### src/rtl/exu_alu_issue.sv
// Execute-stage issue front end: decodes RV32I ALU ops, drives the external ALU
// from the S1 register stage, and captures the result in S2. Optional EXU_ISSUE_STAT_EN.
module exu_alu_issue #(
   parameter int XLEN = 32
) (
   input  logic            clk,
   input  logic            rst_n,
   input  logic            in_valid,
   output logic            in_ready,
   input  logic [6:0]      in_opcode,
   input  logic [2:0]      in_funct3,
   input  logic            in_funct7_5,
   input  logic [4:0]      in_rd,
   input  logic [XLEN-1:0] in_pc,
   input  logic [XLEN-1:0] in_rs1,
   input  logic [XLEN-1:0] in_rs2,
   input  logic [XLEN-1:0] in_imm,
   output logic [2:0]      alu_sel,
   output logic            alu_a_l,
   output logic            alu_l_r,
   output logic            alu_s_u,
   output logic            alu_add_sub,
   output logic [XLEN-1:0] alu_a,
   output logic [XLEN-1:0] alu_b,
   input  logic [XLEN-1:0] alu_result,
   output logic            out_valid,
   input  logic            out_ready,
   output logic [4:0]      out_rd,
   output logic [XLEN-1:0] out_data,
   output logic            out_wen
`ifdef EXU_ISSUE_STAT_EN
  ,output logic [31:0]     stat_retired
`endif
);

   localparam logic [6:0] OPC_OP    = 7'b0110011;
   localparam logic [6:0] OPC_IMM   = 7'b0010011;
   localparam logic [6:0] OPC_LUI   = 7'b0110111;
   localparam logic [6:0] OPC_AUIPC = 7'b0010111;

   logic            s1_valid, s1_wen;
   logic [4:0]      s1_rd;
   logic            s2_free, s1_go, accept;
   logic [2:0]      d_sel;
   logic            d_a_l, d_l_r, d_s_u, d_add_sub, d_wen;
   logic [XLEN-1:0] d_a, d_b;

   assign s2_free  = !out_valid || out_ready;
   assign s1_go    = s1_valid && s2_free;
   assign in_ready = !s1_valid || s2_free;
   assign accept   = in_valid && in_ready;

   always_comb begin
      d_sel     = 3'b000;
      d_a_l     = 1'b0;
      d_l_r     = 1'b0;
      d_s_u     = 1'b0;
      d_add_sub = 1'b0;
      d_wen     = 1'b0;
      d_a       = '0;
      d_b       = '0;
      case (in_opcode)
         OPC_OP, OPC_IMM: begin
            d_a   = in_rs1;
            d_b   = (in_opcode == OPC_OP) ? in_rs2 : in_imm;
            d_wen = 1'b1;
            d_sel = in_funct3;
            // select mirrors funct3 except SLTU, which shares the compare path
            case (in_funct3)
               3'b000: d_add_sub = (in_opcode == OPC_OP) && in_funct7_5;
               3'b001: begin d_l_r = 1'b0; d_a_l = 1'b1; end
               3'b010: d_add_sub = 1'b1;
               3'b011: begin d_sel = 3'b010; d_add_sub = 1'b1; d_s_u = 1'b1; end
               3'b101: begin d_l_r = 1'b1; d_a_l = !in_funct7_5; end
               default: ;
            endcase
         end
         OPC_LUI: begin
            d_sel = 3'b011;
            d_b   = in_imm;
            d_wen = 1'b1;
         end
         OPC_AUIPC: begin
            d_a   = in_pc;
            d_b   = in_imm;
            d_wen = 1'b1;
         end
         default: ;
      endcase
   end

   always_ff @(posedge clk or negedge rst_n) begin
      if (!rst_n) begin
         s1_valid    <= 1'b0;
         s1_wen      <= 1'b0;
         s1_rd       <= '0;
         alu_sel     <= '0;
         alu_a_l     <= 1'b0;
         alu_l_r     <= 1'b0;
         alu_s_u     <= 1'b0;
         alu_add_sub <= 1'b0;
         alu_a       <= '0;
         alu_b       <= '0;
      end else if (accept) begin
         s1_valid    <= 1'b1;
         s1_wen      <= d_wen;
         s1_rd       <= in_rd;
         alu_sel     <= d_sel;
         alu_a_l     <= d_a_l;
         alu_l_r     <= d_l_r;
         alu_s_u     <= d_s_u;
         alu_add_sub <= d_add_sub;
         alu_a       <= d_a;
         alu_b       <= d_b;
      end else if (s1_go) begin
         s1_valid    <= 1'b0;
      end
   end

   always_ff @(posedge clk or negedge rst_n) begin
      if (!rst_n) begin
         out_valid <= 1'b0;
         out_rd    <= '0;
         out_wen   <= 1'b0;
         out_data  <= '0;
      end else if (s1_go) begin
         out_valid <= 1'b1;
         out_rd    <= s1_rd;
         out_wen   <= s1_wen;
         out_data  <= s1_wen ? alu_result : '0;
      end else if (out_ready) begin
         out_valid <= 1'b0;
      end
   end

`ifdef EXU_ISSUE_STAT_EN
   always_ff @(posedge clk or negedge rst_n) begin
      if (!rst_n)
         stat_retired <= '0;
      else if (out_valid && out_ready)
         stat_retired <= stat_retired + 32'd1;
   end
`endif

endmodule

### config.mk
export PLATFORM = sky130hd
export DESIGN_NAME = exu_alu_issue
export DESIGN_NICKNAME = d
export VERILOG_FILES = /design/src/rtl/exu_alu_issue.sv
export SDC_FILE = /design/constraint.sdc
export NUM_CORES = 1
export LEC_CHECK = 0
export ABC_AREA = 1
export CORE_UTILIZATION = 30
export CTS_CLUSTER_SIZE = 16
export DETAILED_ROUTE_END_ITERATION = 12
export GPL_TIMING_DRIVEN = 0
export PLACE_DENSITY = 0.69
export SYNTH_ARGS = -nofsm -noshare
export SYNTH_HDL_FRONTEND = slang
export SYNTH_SLANG_ARGS = --single-unit
### constraint.sdc
create_clock -name clk -period 2.2 [get_ports clk]
set_input_delay 0.44 -clock clk [delete_from_list [all_inputs] [get_ports clk]]
set_output_delay 0.44 -clock clk [all_outputs]
set_load 0.05 [all_outputs]
==> results.md, run 1 <==
- Clock-pin transition on the worst setup and hold timing paths: 60 ps
- CP endpoint kind: output pin
- Core area: roughly 0.019 sq mm
- Tcrit/Tclk final: between 90% and 100%
- Failing checks: hold timing
- Global route overflow: 0
- DRC violations left: 0
- Vias in the first global route: 6,172
- Post-Synth Simple-Gate Area: 41.27%
- Post-synth EDFFs: 0
- Layout cells sized above 1: 8.084%
- Initial detailed-routing violation count: 245
- Dpl ws: -163.1 ps
- Die height: roughly 140 um
- VDD IR-drop max: between 400 and 500 uV
- Crit-path max FO: 3
- CTS tree: done
- Final setup fails: 0
- Via count: 6,358
- Worst hold slack: -17.36 ps
- Most frequent cell after synthesis: nand2_1
- WS Path Type: input port to output pin
- I/O Buffers: 290
- Total of cells resized after clock tree synthesis: 1
- Die W: 142.6 um
- Fill count: 1,932
- WL per Instance: 15.45 um
- Total Wirelength: 21,120 um
- Status: complete, but fails checks
- Max-Slew Margin vs Limit: 61.70%
- Final worst slack: 92.56 ps
- Post-Synthesis Cells: between 700 and 800
- Post-synthesis cell area: 0.005929 sq mm
- Area delta synth->final: 65.82%
- CP arrival: 1670 ps
- First-pass GRT wire length: 32,730 um
- Layout Skew: ~15 ps
- Fin area: about 0.0098 sq mm
- Nets: roughly 1,300
- Root Buffer Master: clkbuf_16
- Comb power frac: 17.5%
- I/O pin total: around 290
- Syn Nets: 958
- Most instantiated cells after synthesis: 296 x nand2_1, 164 x nand3_1, 117 x dfrtp_1
- Largest net degree at the start of global routing: 65
- Largest family of logic cells by synthesized area: simple AND/OR/NAND/NOR gates
- Routed Antenna Nets: 0
- Dpl cell area: 0.009193 sq mm
- WP data required: about 1800 ps
- DR pass1 iterations: 5
- Clk network pwr share: between 40% and 50%
- Synth Register Bits: 117
- Ys flop type: dfrtp_1
- Clk sink count: 117
- CTS Buf Count: 17
- Max_cap viols: 0
- Ys Warns: 0
- Post-synthesis mux area share: 0%
- Pwr Density: 650.7 mW/mm^2
- Area of the multi-input gates: between 0.002 and 0.003 sq mm
- Vias/cell: 4.651
- Async set-or-reset flop fraction in the synthesized netlist: 100.0%
- Switching portion of total power: a little over a quarter
- CTS H-tree depth: 4
- Seq/Total Area, Yosys: 49.38%
- Worst Setup Start Kind: input port
- P_leak: 4.820 nW
- Clk buf depth: 2
- Worst hold path class: input port to asynchronous set/reset pin
- Max Fclk: roughly 470 MHz
- Adder-cell share of the synthesized area: 0%
- Worst slew pin tran: 572.7 ps
- Int Pwr: 4.651 mW
- Synth top area cells: dfrtp_1 49%, nand2_1 19%, nand3_1 14%
- Compound-Gate Fraction of Synth Area: under 10%
- Post-synthesis area per instance: ~7.6 sq um
- Die area: 0.02033 sq mm
- FP Rows: 51
- Yosys cell types: 24
- FF/Latch Area: roughly 0.003 sq mm
- Max Transition Viols Final: 0
- Area leader, netlist: dfrtp_1
- Initial Util: between 30% and 40%
- Initial antenna violation count: 1
- Reg power frac: roughly 35%
- Cts hold-fix bufs: 0
- Worst-Skew Late Latency: 410 ps
- Setup Buffers After CTS: 0
- Unrepaired setup endpoints after global routing: false
- Yosys top cell area share: roughly half
- Gp weighted congestion: 0.8172
- Synth Area in XOR/XNOR: 0%
- Post-route minimum period: 2107 ps
- Hpwl dp: 15,640 um
- Final hold vios: 6
- All-layer global routing usage: 21.07%
- Switching pwr: 1.747 mW
[power by group through the flow]
| stage | combinational, mW | clock, mW | sequential, mW |
|---|---|---|---|
| floorplan | 0.302 | 0 | 2.50 |
| global placement | 1.11 | 0 | 2.30 |
| detailed placement | 1.12 | 0 | 2.30 |
| CTS | 1.13 | 3.10 | 2.26 |
| global route | 1.21 | 3.20 | 2.27 |
| finish | 1.12 | 3.02 | 2.26 |
[through the flow]
step | power, mW | TNS [ps] | hold WS (ps) | util (%) | std cells
2_1_floorplan | 2.801 | 0 | 144.4 | - | 778
3_3_place_gp | 3.413 | -488870 | 457.0 | 47.24 | 1333
3_5_place_dp | 3.424 | -193.3 | 443.5 | 47.39 | 1334
4_1_cts | 6.491 | 0 | 3.914 | 50.67 | 1366
5_1_grt | 6.670 | 0 | 11.31 | 50.67 | 1366
6_report | 6.397 | 0 | -17.36 | 50.68 | 1367
[cell usage in the layout, fill, tap and decap left out]
master and instances:
nand2_1 296, dfrtp_1 117, inv_4 1, buf_16 1
inv_1 43, buf_4 3, or2_1 11, inv_6 2
nand2_4 2, o21ai_1 10, clkbuf_16 17, clkinv_4 5
bufinv_16 4, dlygate4sd2_1 1, buf_6 6, clkbuf_1 27
nor2_2 3, diode_2 1, clkbuf_8 1, nand3_2 2
nor2_1 5, nand4_1 33, nand2_2 1, nand3_1 164
a31oi_1 1, inv_2 7, nor2_4 2, buf_2 19
clkinvlp_4 1, clkinv_2 2, clkdlybuf4s50_1 288, a21oi_2 1
or2_0 12, o21ai_0 4, or2_2 9
[routing by layer]
layer  up-vias  share of wire [%]  global-route usage, %
li1       3132                  -                      -
met1      2974                 43                  26.34
met2       236                 48                  34.73
met3        16                8.6                  7.100
met4         0                1.1                  5.320
met5         -                  0                      0
[area by class of cell]
| cell class | count | area share [%] |
|---|---|---|
| inverters | 51 | 1.973 |
| multi-input cells | 556 | 25.76 |
| clock inverters | 14 | 2.023 |
| clock buffers | 18 | 4.467 |
| well taps | 265 | 3.372 |
| repair buffers | 291 | 29.80 |
| diodes | 1 | 0.02545 |
| flip-flops and latches | 117 | 29.78 |
| plain buffers | 54 | 2.800 |
[logic make-up after synthesis]
logic type	count (synthesis)
compound gates	16
buf+inv	105
flops	117
simple gates	540
[sequential cells by signal, indices dropped and copies added (netlist names)]
signal,cells
s1_wen,1
out_wen,1
alu_a,32
alu_a_l,1
alu_b,32
alu_sel,3
out_rd,5
alu_s_u,1
out_valid,1
s1_rd,5
alu_l_r,1
alu_add_sub,1
out_data,32
s1_valid,1
[critical path, stage by stage]
cell and delay (ps):
clkdlybuf4s50_1 470, inv_1 80, nand3_2 110, dlygate4sd2_1 560
[final timing paths]
path                                       startpoint                       end  slack (ps)  cells after the start
worst min-delay path                            rst_n   out_data[2]$_DFFE_PN0P_         -20                      1
max in group asynchronous                       rst_n  out_data[27]$_DFFE_PN0P_        1490                      2
worst max register to register  out_valid$_DFFE_PN0P_     alu_a[25]$_DFFE_PN0P_         570                      6
worst max-delay path                        out_ready                  in_ready          90                      4
worst min register to register    out_wen$_DFFE_PN0P_       out_wen$_DFFE_PN0P_         470                      2
min in group clk                  out_wen$_DFFE_PN0P_       out_wen$_DFFE_PN0P_         470                      2
No activity file was read; power rests on OpenSTA's default activity.
==> run 2: changes to the inputs <==
--- a/config.mk
+++ b/config.mk
@@ -6,11 +6,13 @@
 export NUM_CORES = 1
 export LEC_CHECK = 0
 export ABC_AREA = 1
-export CORE_UTILIZATION = 30
+export CELL_PAD_IN_SITES_DETAIL_PLACEMENT = 0
+export CELL_PAD_IN_SITES_GLOBAL_PLACEMENT = 2
+export CORE_UTILIZATION = 23
 export CTS_CLUSTER_SIZE = 16
 export DETAILED_ROUTE_END_ITERATION = 12
 export GPL_TIMING_DRIVEN = 0
-export PLACE_DENSITY = 0.69
+export PLACE_DENSITY = 0.92
 export SYNTH_ARGS = -nofsm -noshare
 export SYNTH_HDL_FRONTEND = slang
 export SYNTH_SLANG_ARGS = --single-unit
==> run 2 against run 1 <==
Against the previous run:
- the flow now finishes without violations
- die area up 30%
- clock skew up 0.74 ps
- final area up 0.28%
- power down 3.1%
- critical endpoint is now out_valid
- largest cell class unchanged
- largest power group unchanged
==> results.md, run 2 (synthesized netlist as in run 1, its figures left out) <==
- CP Depth: 1
- Root Buffer Master: clkbuf_16
- Crit path largest cell delay: 870 ps
- VDD IR-drop max: 383.3 uV
- Clk buf depth: 2
- Final hold vios: 0
- WP data required: ~1800 ps
- Final worst slack: 70.39 ps
- Worst hold path depth: 2
- Area of the multi-input gates: 0.002532 sq mm
- Crit path buffers/inverters: 1
- Largest regs: alu_a: 32 flops, alu_b: 32 flops, out_data: 32 flops
- CTS H-tree depth: 4
- I/O Buffers: 290
- P_leak: 4.796 nW
- Global route overflow: 0
- Worst slew pin tran: 603.6 ps
- Worst hold path class: flip-flop to flip-flop
- Via count: 6,325
- DRC violations left: 0
- Max-Slew Margin vs Limit: 59.64%
- Dpl ws: -165.1 ps
- Max Fclk: 469.6 MHz
- Initial Util: 23.48%
- Hpwl dp: 17,370 um
- WS Path Type: flip-flop to output pin
- Layout Skew: 15.50 ps
- Max_cap viols: 0
- Fill count: 2,651
- Leading cell type in the layout, fill and taps excluded: nand2_1
- Die W: approximately 160 um
- Worst-Skew Late Latency: 420 ps
- Largest net degree at the start of global routing: 67
- Die height: between 150 and 200 um
- Critical path cell sequence: clkdlybuf4s50_1
- Die area: 0.02643 sq mm
- Setup Buffers After CTS: 0
- Final setup fails: 0
- CP endpoint kind: output pin
- Nets: 1,269
- Status: finished clean
- Vias/cell: 4.417
- DR pass1 iterations: 4
- Total Wirelength: 23,290 um
- Worst path top cell family by delay: buffers and inverters
- Slowest stage cell, crit path: clkdlybuf4s50_1
- Clk sink count: between 100 and 150
- FP Rows: 58
- Routed Antenna Nets: 0
- Layout cells sized above 1: under 10%
- Worst Setup Start Kind: flip-flop
- Post-route minimum period: 2130 ps
- Vias in the first global route: 6,237
- Core area: 0.02525 sq mm
- Initial detailed-routing violation count: 307
- ANT cells: 0
- CP arrival: 1690 ps
- Tcrit/Tclk final: 96.80%
- Area delta synth->final: 66.28%
- Max Transition Viols Final: 0
- Clock-pin transition on the worst setup and hold timing paths: around 60 ps
- Pwr Density: 628.7 mW/mm^2
- I/O pin total: 291
- CTS tree: done
- FF/Latch Area: approximately 0.0029 sq mm
- Initial antenna violation count: 0
- Overall power: 6.199 mW
- Most frequent cells in the layout: 296 x nand2_1, 288 x clkdlybuf4s50_1, 164 x nand3_1, 117 x dfrtp_1, 43 x inv_1
- Crit-path max FO: 4
- WL per Instance: about 16 um
- R2R cell count: 6
- All-layer global routing usage: 17.63%
- CTS Buf Count: 17
- Unrepaired setup endpoints after global routing: false
- First-pass GRT wire length: ~36,000 um
- Gp weighted congestion: 0.8224
[run 2: changes by cell type in the layout (fill, tap and decap cells not counted), sizes merged]
cell,delta
clkbuf,+3
bufinv,-2
dlygate4sd3,+1
diode,-1
clkinv,-1
[run 2: worst paths after layout]
| check | start | slack (ps) | end |
|---|---|---|---|
| worst max-delay path | out_valid$_DFFE_PN0P_ | 70 | out_valid |
| worst min-delay path | out_wen$_DFFE_PN0P_ | 470 | out_wen$_DFFE_PN0P_ |
| worst max register to register | out_valid$_DFFE_PN0P_ | 610 | alu_a[13]$_DFFE_PN0P_ |
| worst min register to register | out_wen$_DFFE_PN0P_ | 470 | out_wen$_DFFE_PN0P_ |
| max in group asynchronous | rst_n | 880 | alu_b[23]$_DFFE_PN0P_ |
| min in group asynchronous | rst_n | 560 | out_data[7]$_DFFE_PN0P_ |
[run 2: timing repair]
action / 4_1_cts / 5_1_grt
hold buffers: 1 / 0
resized for setup: 1 / 0
endpoints found under the setup margin: 1 / 0
hold endpoints to repair: 8 / 0
[run 2: report_power, final]
| group | leakage, nW | total (mW) | switching, mW | internal (mW) |
|---|---|---|---|---|
| Clock | 0.282 | 2.80 | 1.10 | 1.71 |
| Sequential | 1.61 | 2.26 | 0.0388 | 2.22 |
| Combinational | 2.91 | 1.13 | 0.644 | 0.489 |
| Total | 4.80 | 6.20 | 1.78 | 4.42 |
[run 2: worst reg2reg max path, cell delays in order, from the launching register on]
cell	delay, ps
dfrtp_1	420
nand3_2	130
nand2_4	140
inv_4	130
clkbuf_1	430
nand4_1	170
nand3_1	100
[run 2: routing by layer]
metal | routed length, um | GRT usage [%]
met1 | 10500 | 23.25
met2 | 10550 | 27.74
met3 | 1761 | 5.169
met4 | 471 | 5.225
met5 | 0 | 0
[run 2: cell type report]
cell class	count	area share (%)
Clock inverter	11	1.282
Timing Repair Buffer	292	29.82
Multi-Input combinational cell	556	25.69
Inverter	51	1.967
Sequential cell	117	29.70
Tap cell	330	4.188
Buffer	54	2.792
Clock buffer	21	4.569
[run 2: through the flow]
step / area [sq um] / hold slack (ps) / utilization, % / cells / TNS, ps
2_1_floorplan: 5929 / 144.4 / - / 778 / 0
3_3_place_gp: 9245 / 455.7 / 36.61 / 1398 / -522580
4_1_cts: 9859 / 474.1 / 39.04 / 1432 / 0
3_5_place_dp: 9274 / 442.6 / 36.72 / 1399 / -2187
6_report: 9859 / 470.1 / 39.04 / 1432 / 0
5_1_grt: 9859 / 491.3 / 39.04 / 1432 / 0
==> run 3: changes to the inputs <==
--- a/config.mk
+++ b/config.mk
@@ -13,6 +13,7 @@
 export DETAILED_ROUTE_END_ITERATION = 12
 export GPL_TIMING_DRIVEN = 0
 export PLACE_DENSITY = 0.92
+export SKIP_CTS_REPAIR_TIMING = 1
 export SYNTH_ARGS = -nofsm -noshare
 export SYNTH_HDL_FRONTEND = slang
 export SYNTH_SLANG_ARGS = --single-unit
==> run 3 against run 2 <==
Against the previous run:
- the flow now finishes with violations (hold timing)
- register-to-register slack about the same
- clock skew barely moved
- final cell count is essentially flat
- highest routed layer unchanged
- flip-flop and latch count stayed put
- maximum frequency grew 0.16%
- final area about the same
- via count decreased by 0.13%
- wire length shrank 0.11%
- utilization about the same
==> results.md, run 3 (synthesized netlist as in run 1, its figures left out) <==
- Worst hold slack: -17.63 ps
- Met2 wire length: 10,550 um
- CP endpoint kind: output pin
- Worst path top cell family by delay: buffers and inverters
- Reg power frac: 36.6%
- Total Wirelength: 23,260 um
- Hpwl dp: 17,370 um
- Crit path buffers/inverters: 1
- DRC violations left: 0
- WL met3: 1783 um
- CTS H-tree depth: 4
- Layout Skew: 15.39 ps
- I/O Buffers: 290
- Fin area: 0.009853 sq mm
- Max_cap viols: 0
- Dpl ws: -165.1 ps
- Switching portion of total power: between 20% and 30%
- Worst slew pin tran: 604.4 ps
- Initial antenna violation count: 0
- Clk sink count: 117
- Clk network pwr share: 45.1%
- Critical path cell sequence: clkdlybuf4s50_1
- Routed met1 length: 10,470 um
- Vias in the first global route: a little over 6,000
- Initial detailed-routing violation count: between 300 and 400
- Post-route minimum period: 2126 ps
- Clock-pin transition on the worst setup and hold timing paths: 60 ps
- Unrepaired setup endpoints after global routing: false
- CP arrival: 1690 ps
- Final worst slack: 73.84 ps
- First-pass GRT wire length: 35,490 um
- Worst Setup Start Kind: flip-flop
- Worst hold path class: input port to asynchronous set/reset pin
- Max Fclk: 470.3 MHz
- Vias/cell: 4.414
- Largest regs: alu_a: 32 flops, alu_b: 32 flops, out_data: 32 flops
- Core area: 0.02525 sq mm
- ANT cells: 0
- I/O pin total: 291
- Most frequent cells in the layout: 296 x nand2_1, 288 x clkdlybuf4s50_1, 164 x nand3_1, 117 x dfrtp_1, 43 x inv_1
- Worst-Skew Late Latency: about 420 ps
- Switching pwr: 1.772 mW
- P_leak: roughly 4.8 nW
- Final hold vios: 9
- Slowest stage cell, crit path: clkdlybuf4s50_1
- Max Transition Viols Final: 0
- Max-Slew Margin vs Limit: 59.58%
- Initial Util: 23.48%
- Final setup fails: 0
- Die area: 0.02643 sq mm
- WL per Instance: 16.26 um
- CTS tree: done
- Dpl cell area: 0.009274 sq mm
- FP Rows: slightly below 60
- Routed Antenna Nets: 0
- Layout cells sized above 1: 7.811%
- Crit path largest cell delay: between 800 and 900 ps
- Tcrit/Tclk final: a little over nine tenths
- Comb power frac: between 10% and 20%
- Status: complete, but fails checks
- DR pass1 iterations: 6
- Global route overflow: 0
- Top layer in use: met4
- All-layer global routing usage: 17.61%
- Die height: 162.6 um
- Via count: approximately 6,300
- CTS Buf Count: 17
- Area delta synth->final: 66.17%
- Gp weighted congestion: roughly 0.82
- WP data required: 1760 ps
- Clk buf depth: 2
- Pwr Density: 628.3 mW/mm^2
- VDD IR-drop max: between 300 and 400 uV
- Die W: 162.6 um
- Int Pwr: roughly 4.4 mW
- Failing checks: hold timing
- Leading cell type in the layout, fill and taps excluded: nand2_1
- Root Buffer Master: clkbuf_16
- WS Path Type: flip-flop to output pin
- Crit-path max FO: 4
- Nets: about 1,300
- Largest net degree at the start of global routing: 67
[run 3: changes by cell type in the layout (fill, tap and decap cells not counted), sizes merged]
| cell | before | now |
|---|---|---|
| dlygate4sd2 | 1 | 0 |
| dlygate4sd3 | 1 | 0 |
| dlymetal6s2s | 0 | 1 |
[run 3: metrics by stage]
step / utilization, % / setup TNS [ps] / hold slack [ps] / cells / power [mW]
6_report: 39.02 / 0 / -17.63 / 1431 / 6.191
5_1_grt: 39.02 / 0 / 13.04 / 1431 / 6.470
4_1_cts: 39.01 / -175.1 / -11.70 / 1431 / 6.301
3_5_place_dp: 36.72 / -2187 / 442.6 / 1399 / 3.449
3_3_place_gp: 36.61 / -522580 / 455.7 / 1398 / 3.442
2_1_floorplan: - / 0 / 144.4 / 778 / 2.801
[run 3: cell type report]
type                            count  area, sq um
Clock inverter                     11        126.4
Timing Repair Buffer              291         2934
Inverter                           51        193.9
Clock buffer                       21        450.4
Buffer                             54        275.3
Multi-Input combinational cell    556         2532
Sequential cell                   117         2928
Tap cell                          330        412.9
Fill cell                        2651        15400
[run 3: layer usage]
layer  vias up  track usage, %
met4         0           5.225
met3        29           5.169
met2       233           27.70
met1      2926           23.25
met5         -               0
li1       3129               -
[run 3: power groups by stage]
stage / clock network [mW] / registers, mW / logic [mW]
floorplan: 0 / 2.50 / 0.302
global placement: 0 / 2.30 / 1.14
detailed placement: 0 / 2.30 / 1.14
CTS: 2.89 / 2.27 / 1.15
global route: 2.98 / 2.27 / 1.22
finish: 2.80 / 2.26 / 1.13
[run 3: worst paths after layout]
kind	to	from	depth (start not counted)	slack, ps
worst max-delay path	out_valid	out_valid$_DFFE_PN0P_	1	70
worst min-delay path	out_data[7]$_DFFE_PN0P_	rst_n	1	-20
worst max register to register	alu_a[13]$_DFFE_PN0P_	out_valid$_DFFE_PN0P_	6	620
worst min register to register	out_wen$_DFFE_PN0P_	out_wen$_DFFE_PN0P_	2	470
max in group asynchronous	alu_b[23]$_DFFE_PN0P_	rst_n	2	1470
min in group clk	out_wen$_DFFE_PN0P_	out_wen$_DFFE_PN0P_	2	470
[run 3: worst register-to-register path, stage by stage (launching register included)]
cell and delay [ps]:
dfrtp_1 420, nand3_2 130, nand2_4 140, inv_4 130, clkbuf_1 430, nand4_1 170, nand3_1 100
